==> src/rtl/seq_divider.sv <==
// ============================================================================
//  Module   : seq_divider
//  Purpose  : Signed iterative restoring divider, one quotient bit per clock.
//             Optional macro DIV_REMAINDER_EN adds the signed remainder port r.
//  Revision : 1.0  initial release
// ============================================================================
`default_nettype none

module seq_divider #(
   parameter int WIDTH = 32,
   parameter int CNT_W = 5
) (
   input  logic             clock,
   input  logic             reset_n,
   input  logic             start,
   input  logic [WIDTH-1:0] ap,
   input  logic [WIDTH-1:0] bp,
   output logic [WIDTH-1:0] c,
   output logic             ex,
   output logic             busy,
   output logic             rdy
`ifdef DIV_REMAINDER_EN
   ,
   output logic [WIDTH-1:0] r
`endif
);

   localparam logic [WIDTH-1:0] MIN_NEG   = {1'b1, {(WIDTH-1){1'b0}}};
   localparam logic [WIDTH-1:0] ALL_ONES  = {WIDTH{1'b1}};
   localparam logic [CNT_W-1:0] LAST_STEP = CNT_W'(WIDTH - 1);

   typedef enum logic [1:0] {
      IDLE    = 2'd0,
      RUN     = 2'd1,
      SPECIAL = 2'd2,
      DONE    = 2'd3
   } state_t;

   state_t           state;
   logic [CNT_W-1:0] cnt;
   logic [WIDTH-1:0] rem;
   logic [WIDTH-1:0] quo;
   logic [WIDTH-1:0] dvs;
   logic             sign_q;
`ifdef DIV_REMAINDER_EN
   logic             sign_a;
`endif

   logic [WIDTH:0]   shifted;
   logic             ge;
   logic [WIDTH-1:0] new_rem;
   logic [WIDTH-1:0] new_quo;

   function automatic logic [WIDTH-1:0] abs_val(input logic [WIDTH-1:0] v);
      return v[WIDTH-1] ? ({WIDTH{1'b0}} - v) : v;
   endfunction

   // Zero magnitudes stay zero so no negative zero can appear.
   function automatic logic [WIDTH-1:0] apply_sign(input logic [WIDTH-1:0] mag,
                                                   input logic neg);
      return (neg && (mag != {WIDTH{1'b0}})) ? ({WIDTH{1'b0}} - mag) : mag;
   endfunction

   // One restoring step; the remainder always stays below the divisor.
   always_comb begin
      shifted = {rem, quo[WIDTH-1]};
      ge      = (shifted >= {1'b0, dvs});
      new_rem = ge ? WIDTH'(shifted - {1'b0, dvs}) : shifted[WIDTH-1:0];
      new_quo = {quo[WIDTH-2:0], ge};
   end

   always_ff @(posedge clock or negedge reset_n) begin
      if (!reset_n) begin
         state  <= IDLE;
         cnt    <= '0;
         rem    <= '0;
         quo    <= '0;
         dvs    <= '0;
         sign_q <= 1'b0;
         c      <= '0;
         ex     <= 1'b0;
         busy   <= 1'b0;
         rdy    <= 1'b0;
`ifdef DIV_REMAINDER_EN
         sign_a <= 1'b0;
         r      <= '0;
`endif
      end else begin
         rdy <= 1'b0;
         case (state)
            IDLE: begin
               if (start) begin
                  quo    <= abs_val(ap);
                  dvs    <= abs_val(bp);
                  rem    <= '0;
                  cnt    <= '0;
                  sign_q <= ap[WIDTH-1] ^ bp[WIDTH-1];
`ifdef DIV_REMAINDER_EN
                  sign_a <= ap[WIDTH-1];
`endif
                  busy   <= 1'b1;
                  if ((bp == '0) || ((ap == MIN_NEG) && (bp == ALL_ONES)))
                     state <= SPECIAL;
                  else
                     state <= RUN;
               end
            end
            RUN: begin
               rem <= new_rem;
               quo <= new_quo;
               cnt <= cnt + CNT_W'(1);
               if (cnt == LAST_STEP) begin
                  c     <= apply_sign(new_quo, sign_q);
                  ex    <= 1'b0;
`ifdef DIV_REMAINDER_EN
                  r     <= apply_sign(new_rem, sign_a);
`endif
                  busy  <= 1'b0;
                  rdy   <= 1'b1;
                  state <= DONE;
               end
            end
            SPECIAL: begin
               // A zero divisor magnitude means divide-by-zero; otherwise overflow.
               ex    <= 1'b1;
               busy  <= 1'b0;
               rdy   <= 1'b1;
               state <= DONE;
               if (dvs == '0) begin
                  c <= '0;
`ifdef DIV_REMAINDER_EN
                  r <= apply_sign(quo, sign_a);
`endif
               end else begin
                  c <= MIN_NEG;
`ifdef DIV_REMAINDER_EN
                  r <= '0;
`endif
               end
            end
            DONE: begin
               state <= IDLE;
            end
            default: begin
               state <= IDLE;
            end
         endcase
      end
   end

endmodule

`default_nettype wire

==> config.mk <==
export PLATFORM = sky130hd
export DESIGN_NAME = seq_divider
export DESIGN_NICKNAME = d
export VERILOG_FILES = /design/src/rtl/seq_divider.sv
export SDC_FILE = /design/constraint.sdc
export NUM_CORES = 1
export LEC_CHECK = 0
export CORE_MARGIN = 2
export CORE_UTILIZATION = 43
export CTS_CLUSTER_DIAMETER = 100
export DETAILED_ROUTE_END_ITERATION = 10
export GPL_TIMING_DRIVEN = 0
export PLACE_DENSITY_LB_ADDON = 0.2
export SLEW_MARGIN = 0
export SYNTH_ARGS = -nofsm -noshare
export SYNTH_HDL_FRONTEND = slang
export SYNTH_SLANG_ARGS = --single-unit
==> constraint.sdc <==
create_clock -name clock -period 5.5 [get_ports clock]
set_input_delay 0.55 -clock clock [delete_from_list [all_inputs] [get_ports clock]]
set_output_delay 0.55 -clock clock [all_outputs]
set_load 0.02 [all_outputs]
After elaboration in Yosys (flattened, before gate mapping). Index checks and enable logic that the tools add are counted.

Logic and storage cells: 63. Memory bits (read-only): 0. Memory bits (writable): 0. Output and inout bits: 35. Memories: 0. Bits in registers: 139. Latch bits: 0. Bits of input ports: 67.

Shift operators: 0. Equality and inequality tests: 8. $add $sub $neg: 5. Mux-type cells: 23. Multiply operators: 0. Div/mod/pow operators: 0. $lt $le $gt $ge: 1. Reduce and logical (&&, ||, !) cells: 15. Bitwise logic cells: 1.

Operators with widths (number): 2-to-1 mux 32 bit (8); case mux 32 bit (2 select lines) (3); subtractor 1 x 32 -> 32 bit, first input constant (3); == test 32 bit, second input constant (2); zero test 32 bit (2); greater-or-equal comparator 33 x 32 -> 1 bit (1); nonzero test 32 bit (1); subtractor 32 bit (1); case mux 5 bit (2 select lines) (1); case mux 2 bit (4 select lines) (1); AND reduction 2 bit (4); 2-to-1 mux 2 bit (3); adder 5 x 1 -> 5 bit, second input constant (1); == test 5 bit, second input constant (1); 2-to-1 mux 5 bit (1); == test 2 bit, second input constant (2); != test 2 bit, second input constant (2); case mux 1 bit (2 select lines) (2); nonzero test 2 bit (2); 2-to-1 mux 1 bit (3); case mux 1 bit (3 select lines) (1); AND reduction 3 bit (1); nonzero test 3 bit (1); == test 2 x 1 -> 1 bit, second input constant (1); 4 further kinds (5).

Logic depth before layout (Yosys ltp).
Depth in word-level cells: 6. Depth in mapped cells: 20.

Worst setup path after synthesis. Ideal clock, no wire load.

Path kind: register to register. From: register rem[13]. To: register c[14]. Library setup time: 0.132 ns. Data required time: 5.368 ns. Cell stages (with the launch flop): 20. Data arrival time: 4.040 ns. Setup slack: 1.328 ns. Path through: dfrtp_1 ha_1 clkbuf_1 and4_1 and4_1 a31oi_1 nand2_1 a311o_1 nor3_2 buf_2 buf_2 ha_1 nand3b_1 nor2b_1 nand2_4 o31ai_4 buf_4 a21oi_1 xnor2_1 o21ai_1.

Word-level cells in the longest chain between the ends: 6. Elaborated cells between the ends (all ways): 7.

Ends and longest elaborated chain: start, declared (line 41) `logic [WIDTH-1:0] rem;`; start signal, assigned (line 109) `rem <= new_rem;`; greater-or-equal comparator 33 x 32 -> 1 bit * (line 67) `ge = (shifted >= {1'b0, dvs});`; branches (longest 2 deep; another with subtractor 1 x 32 -> 32 bit); 2-to-1 mux 32 bit * (line 61) `return (neg && (mag != {WIDTH{1'b0}})) ? ({WIDTH{1'b0}} - mag) : mag;`; 2-to-1 mux 32 bit * (line 112) `if (cnt == LAST_STEP) begin`; case mux 32 bit (2 select lines) * (line 90) `case (state)`; end signal, assigned (line 113) `c <= apply_sign(new_quo, sign_q);`; end, declared (line 18) `output logic [WIDTH-1:0] c,`.

Mark *: on every way between the ends. The select of a mux whose other input is x is not followed. A chain may end at the register's enable or synchronous reset.

Worst setup path in the final report.
From: register dvs[14]. To: register c[7].

Word-level cells in the longest chain between the ends: 6. Elaborated cells between the ends (all ways): 7.

Ends and longest elaborated chain: start, declared (line 43) `logic [WIDTH-1:0] dvs;`; start signal, assigned (line 94) `dvs <= abs_val(bp);`; greater-or-equal comparator 33 x 32 -> 1 bit * (line 67); branches (longest 2 deep; another with subtractor 1 x 32 -> 32 bit); 2-to-1 mux 32 bit * (line 61); 2-to-1 mux 32 bit * (line 112); case mux 32 bit (2 select lines) * (line 90).

Marks and branches as above.

==> results.txt <==
The starting utilization of the core area came out at 0.434. The worst endpoint required time is approximately 5800 ps. The repair_antennas step left the layout with diodes totalling 0. The portion of synthesized cell area occupied by the leading cell type came out at 0.357. The yosys synthesis warning count is 0. The worst register-to-register path begins at dvs[14]$_DFFE_PN0P_. In the routed design, unresolved DRC markers number 0.

The HPWL after detailed placement came out at between 20000 and 25000 um. The layout overhead on the synthesized area came out at 21.3%. The most critical setup path has its endpoint at c[7]$_DFFE_PN0P_. The die covers 0.0238 sq mm. The number of cells produced by synthesis came out at approximately 1200.

The library cell used most frequently in the layout, excluding fill and tap cells, is nand2_1. The count of pins on the block boundary is roughly 100. In this run the number of H-tree levels came out at 4. The share of synthesized cell area in and, or, nand and nor gates came out at 0.204.

The initial antenna violation count is 0. Data on the critical path arrives at its endpoint at approximately 5400 ps. The highest net fanout along the worst path came out at 10. The placement row count is 55. The fraction of registers with async set/reset is 1.00. The share of the yosys chip area belonging to registers came out at 0.357. The number of cells on the worst reg-to-reg path is 20. The total track usage came out at 0.235. In this run the worst hold path is classified as in2async. The clock latency of the later-clocked register in the worst-skew pair is 430 ps.

The largest individual stage delay along the critical path comes from the cell dfrtp_1. Measured against the total synthesized area, the mux share comes to 0.0135. In the layout the commonest cells are nand2_1, dfrtp_1, o21ai_0. The worst register-to-register path ends at c[7]$_DFFE_PN0P_.

The global-route wire length before repair is 45000 um. The post-synth net total came out at around 1300. Clock tree synthesis inserted a total of 17 buffers. Clock skew on the completed layout was measured at 11.9 ps. The maximum ir drop on the vdd rail came out at 0.303 mV.

The length of the first detailed-routing pass in iterations came out at 6. The number of buffers on the longest clock path came out at 2. The count of buffers inserted at the top-level ports is 100. The internal cell power is slightly below 4 mW. TritonCTS built the clock tree. CTS saw approximately 140 sinks.

The worst setup path is of the reg2reg kind. The headroom to the max-slew limit is 0.419. The net switching fraction of the power came out at 0.469.

The distinct cell type count after synthesis came out at 73. The worst hold margin is 101 ps. STA classifies the critical path endpoint as a flop. The fill cell total of the finished layout is 2139. The count of nets after finishing came out at approximately 1400. The clock input transition at the sequential cells of the worst setup and hold paths came out at 60 ps.

The register-to-register setup slack is about 360 ps. By area the synthesized netlist is led by dfrtp_1, nand2_1, xor2_1, o21ai_0, ha_1. After layout, the minimum clock period comes to ~5100 ps.

In this run, synthesis inferred 0 flip-flops with an integrated enable. The setup violation total in the final timing report came out at 0. In this run the horizontal extent of the chip is approximately 150 um. The switching component of the power came out at roughly 3.4 mW.

The largest net degree at the start of global routing is 83. The cell area power density is 620 mW/mm^2. The clock share of power came out at 0.182. The area fraction in compound gates after synthesis is 0.226. The maximum clock frequency came out at roughly 0.19 GHz. The detailed router's first-iteration violation count is between 600 and 700. The number of endpoints with negative hold slack in the final report came to 0. The share of synthesized cell area in full adder, half adder and majority cells is 0.0548.

The buffers inserted during post-CTS setup optimization came out at 0. The static leakage power is 4.99 nW. The share of total power dissipated in combinational logic is 0.571. The share of total power dissipated in sequential elements is 0.247.

Tracing the worst setup path back leads to its startpoint at dvs[14]$_DFFE_PN0P_. In the final routed layout, each cell accounts on average for approximately 17 um. The post-detailed-route count of antenna-violating nets is 0.

The total via count after detailed routing came out at about 9000. The biggest area contributor in the post-synthesis netlist is dfrtp_1. Of the available clock period, the critical path in the final layout requires 0.935. The most used flip-flop cell after synthesis is dfrtp_1.

The startpoint type of the worst setup path is a flop. The max-slew violation total from the final report is 0. The residual overflow from global routing came out at 0. The delay of the slowest cell on the worst path is approximately 400 ps. Using the TritonRoute via totals, the vias-per-cell ratio works out to 5.64. The max-cap violation count is 0. The synthesized area per cell is 8.22 sq um. The core area is 0.0224 sq mm. The routed wire length came out at around 28000 um. After synthesis, the largest family of logic cells by area is compound AO/OA/AOI/OAI gates.

The critical path goes through inv_1 -> ha_1 -> clkbuf_1 -> and4_1 -> and4_1 -> a31oi_1 -> nand2_1 -> a311o_1 -> nor3_4 -> buf_2 -> buf_2 -> ha_1 -> nand3b_1 -> nor2b_2 -> nand2_4 -> o31ai_4 -> buf_4 -> a31oi_1 -> xnor2_1 -> o21ai_1. The flow ran to the end, and the final reports show no timing, DRC or antenna violations. The XOR/XNOR share of the synthesized area came out at 0.0981. Setup repair after global routing left no endpoint under its margin. The tree is rooted in a clkbuf_16.

The routability-driven placement congestion ratio is 0.934. In the final layout, the share of cells above drive strength 1 is 0.0509. The number of global-route vias before repair is 8456.

The actual slew at the worst max-slew pin is between 800 and 900 ps. The total power draw came out at around 7.3 mW. The die is ~150 um tall. The synthesized design contains between 100 and 150 register bits. The netlist area before placement came out at just under 0.01 sq mm.
==> worst max-delay path, delay by kind of cell (launching register included) <==
family,cells,cell delay (ps)
AND/OR/NAND/NOR,7,1550
buffers and inverters,5,1160
AO/OA/AOI/OAI,5,1090
adder cells (fa/ha/maj),2,530
flip-flops,1,410
XOR/XNOR,1,270
==> logic make-up (layout without fill, tap and decap cells) <==
family	after synthesis	after routing
xor+xnor	109	109
compound gates	360	360
fa+ha+maj	42	42
simple gates	408	408
buf+inv	113	246
mux	13	13
flops	139	139
==> power groups by stage <==
stage	Clock [mW]	Combinational [mW]	Sequential (mW)
floorplan	0	3.10	1.68
global placement	0	4.07	1.80
detailed placement	0	4.13	1.81
CTS	1.35	4.14	1.80
global route	1.39	4.67	1.86
finish	1.33	4.18	1.81
==> how the worst min path moves through the flow <==
stage	start	end	cells after the start	slack (ps)
floorplan	reset_n	busy$_DFFE_PN0P_	0	250
global placement	c[11]$_DFFE_PN0P_	c[11]$_DFFE_PN0P_	2	470
detailed placement	dvs[22]$_DFFE_PN0P_	dvs[22]$_DFFE_PN0P_	2	470
CTS	reset_n	rem[6]$_DFFE_PN0P_	1	120
global route	reset_n	dvs[12]$_DFFE_PN0P_	1	130
finish	reset_n	rem[6]$_DFFE_PN0P_	1	100
==> layout make-up <==
| type | count | area [sq um] | share of cell area |
|---|---|---|---|
| inverters | 53 | 199 | 0.0169 |
| well taps | 285 | 357 | 0.0302 |
| plain buffers | 60 | 248 | 0.0210 |
| clock buffers | 18 | 439 | 0.0372 |
| repair buffers | 101 | 1030 | 0.0872 |
| flip-flops and latches | 139 | 3480 | 0.295 |
| multi-input cells | 932 | 5810 | 0.493 |
| clock inverters | 14 | 239 | 0.0202 |
==> metrics by stage <==
stage / worst slack [ps] / std cells / instance area [sq um] / TNS, ps / utilization
final: 358 / 1602 / 11800 / 0 / 0.526
after global routing: 79.2 / 1602 / 11800 / 0 / 0.526
after CTS: 56.6 / 1602 / 11800 / 0 / 0.526
after detailed placement: 54.3 / 1570 / 11100 / 0 / 0.496
after global placement: -1900 / 1569 / 11100 / -261600 / 0.494
after floorplan: 1330 / 1184 / 9730 / 0 / -
==> metal layers <==
layer / GRT usage / share of wire / vias up
li1: - / - / 4476
met1: 0.364 / 0.52 / 4246
met2: 0.340 / 0.42 / 274
met4: 0.0626 / 0.016 / 0
met5: 0 / 0 / -
met3: 0.0347 / 0.051 / 35
==> synth_stat cells (4+ instances only) <==
cell type,n
nand2_1,169
dfrtp_1,139
o21ai_0,107
nor2_1,88
a21oi_1,80
xor2_1,70
inv_1,52
o21ai_1,52
clkbuf_1,47
ha_1,41
xnor2_1,39
nor3_1,23
nand4_1,22
o31ai_1,21
nor4_1,17
a32oi_1,15
a21o_1,14
nand2b_1,13
a31oi_1,12
mux2i_1,12
nand3_1,11
o41ai_1,11
or4_1,9
nor2b_1,8
or3_1,8
a22o_1,6
and2_1,6
buf_2,6
and3_1,5
o211ai_1,5
o21a_1,5
or4_4,5
buf_4,4
o21bai_1,4
==> what timing repair did <==
action | in CTS | in global routing
hold buffers | 0 | 0
setup endpoints to repair | 0 | 25
gates resized for setup | 0 | 2
==> state kept, by name, indices dropped and copies added, names as in the netlist <==
signal	flops
rem	32
sign_q	1
state	2
rdy	1
cnt	5
quo	32
busy	1
c	32
ex	1
dvs	32
(Power assumes the default switching activity.)
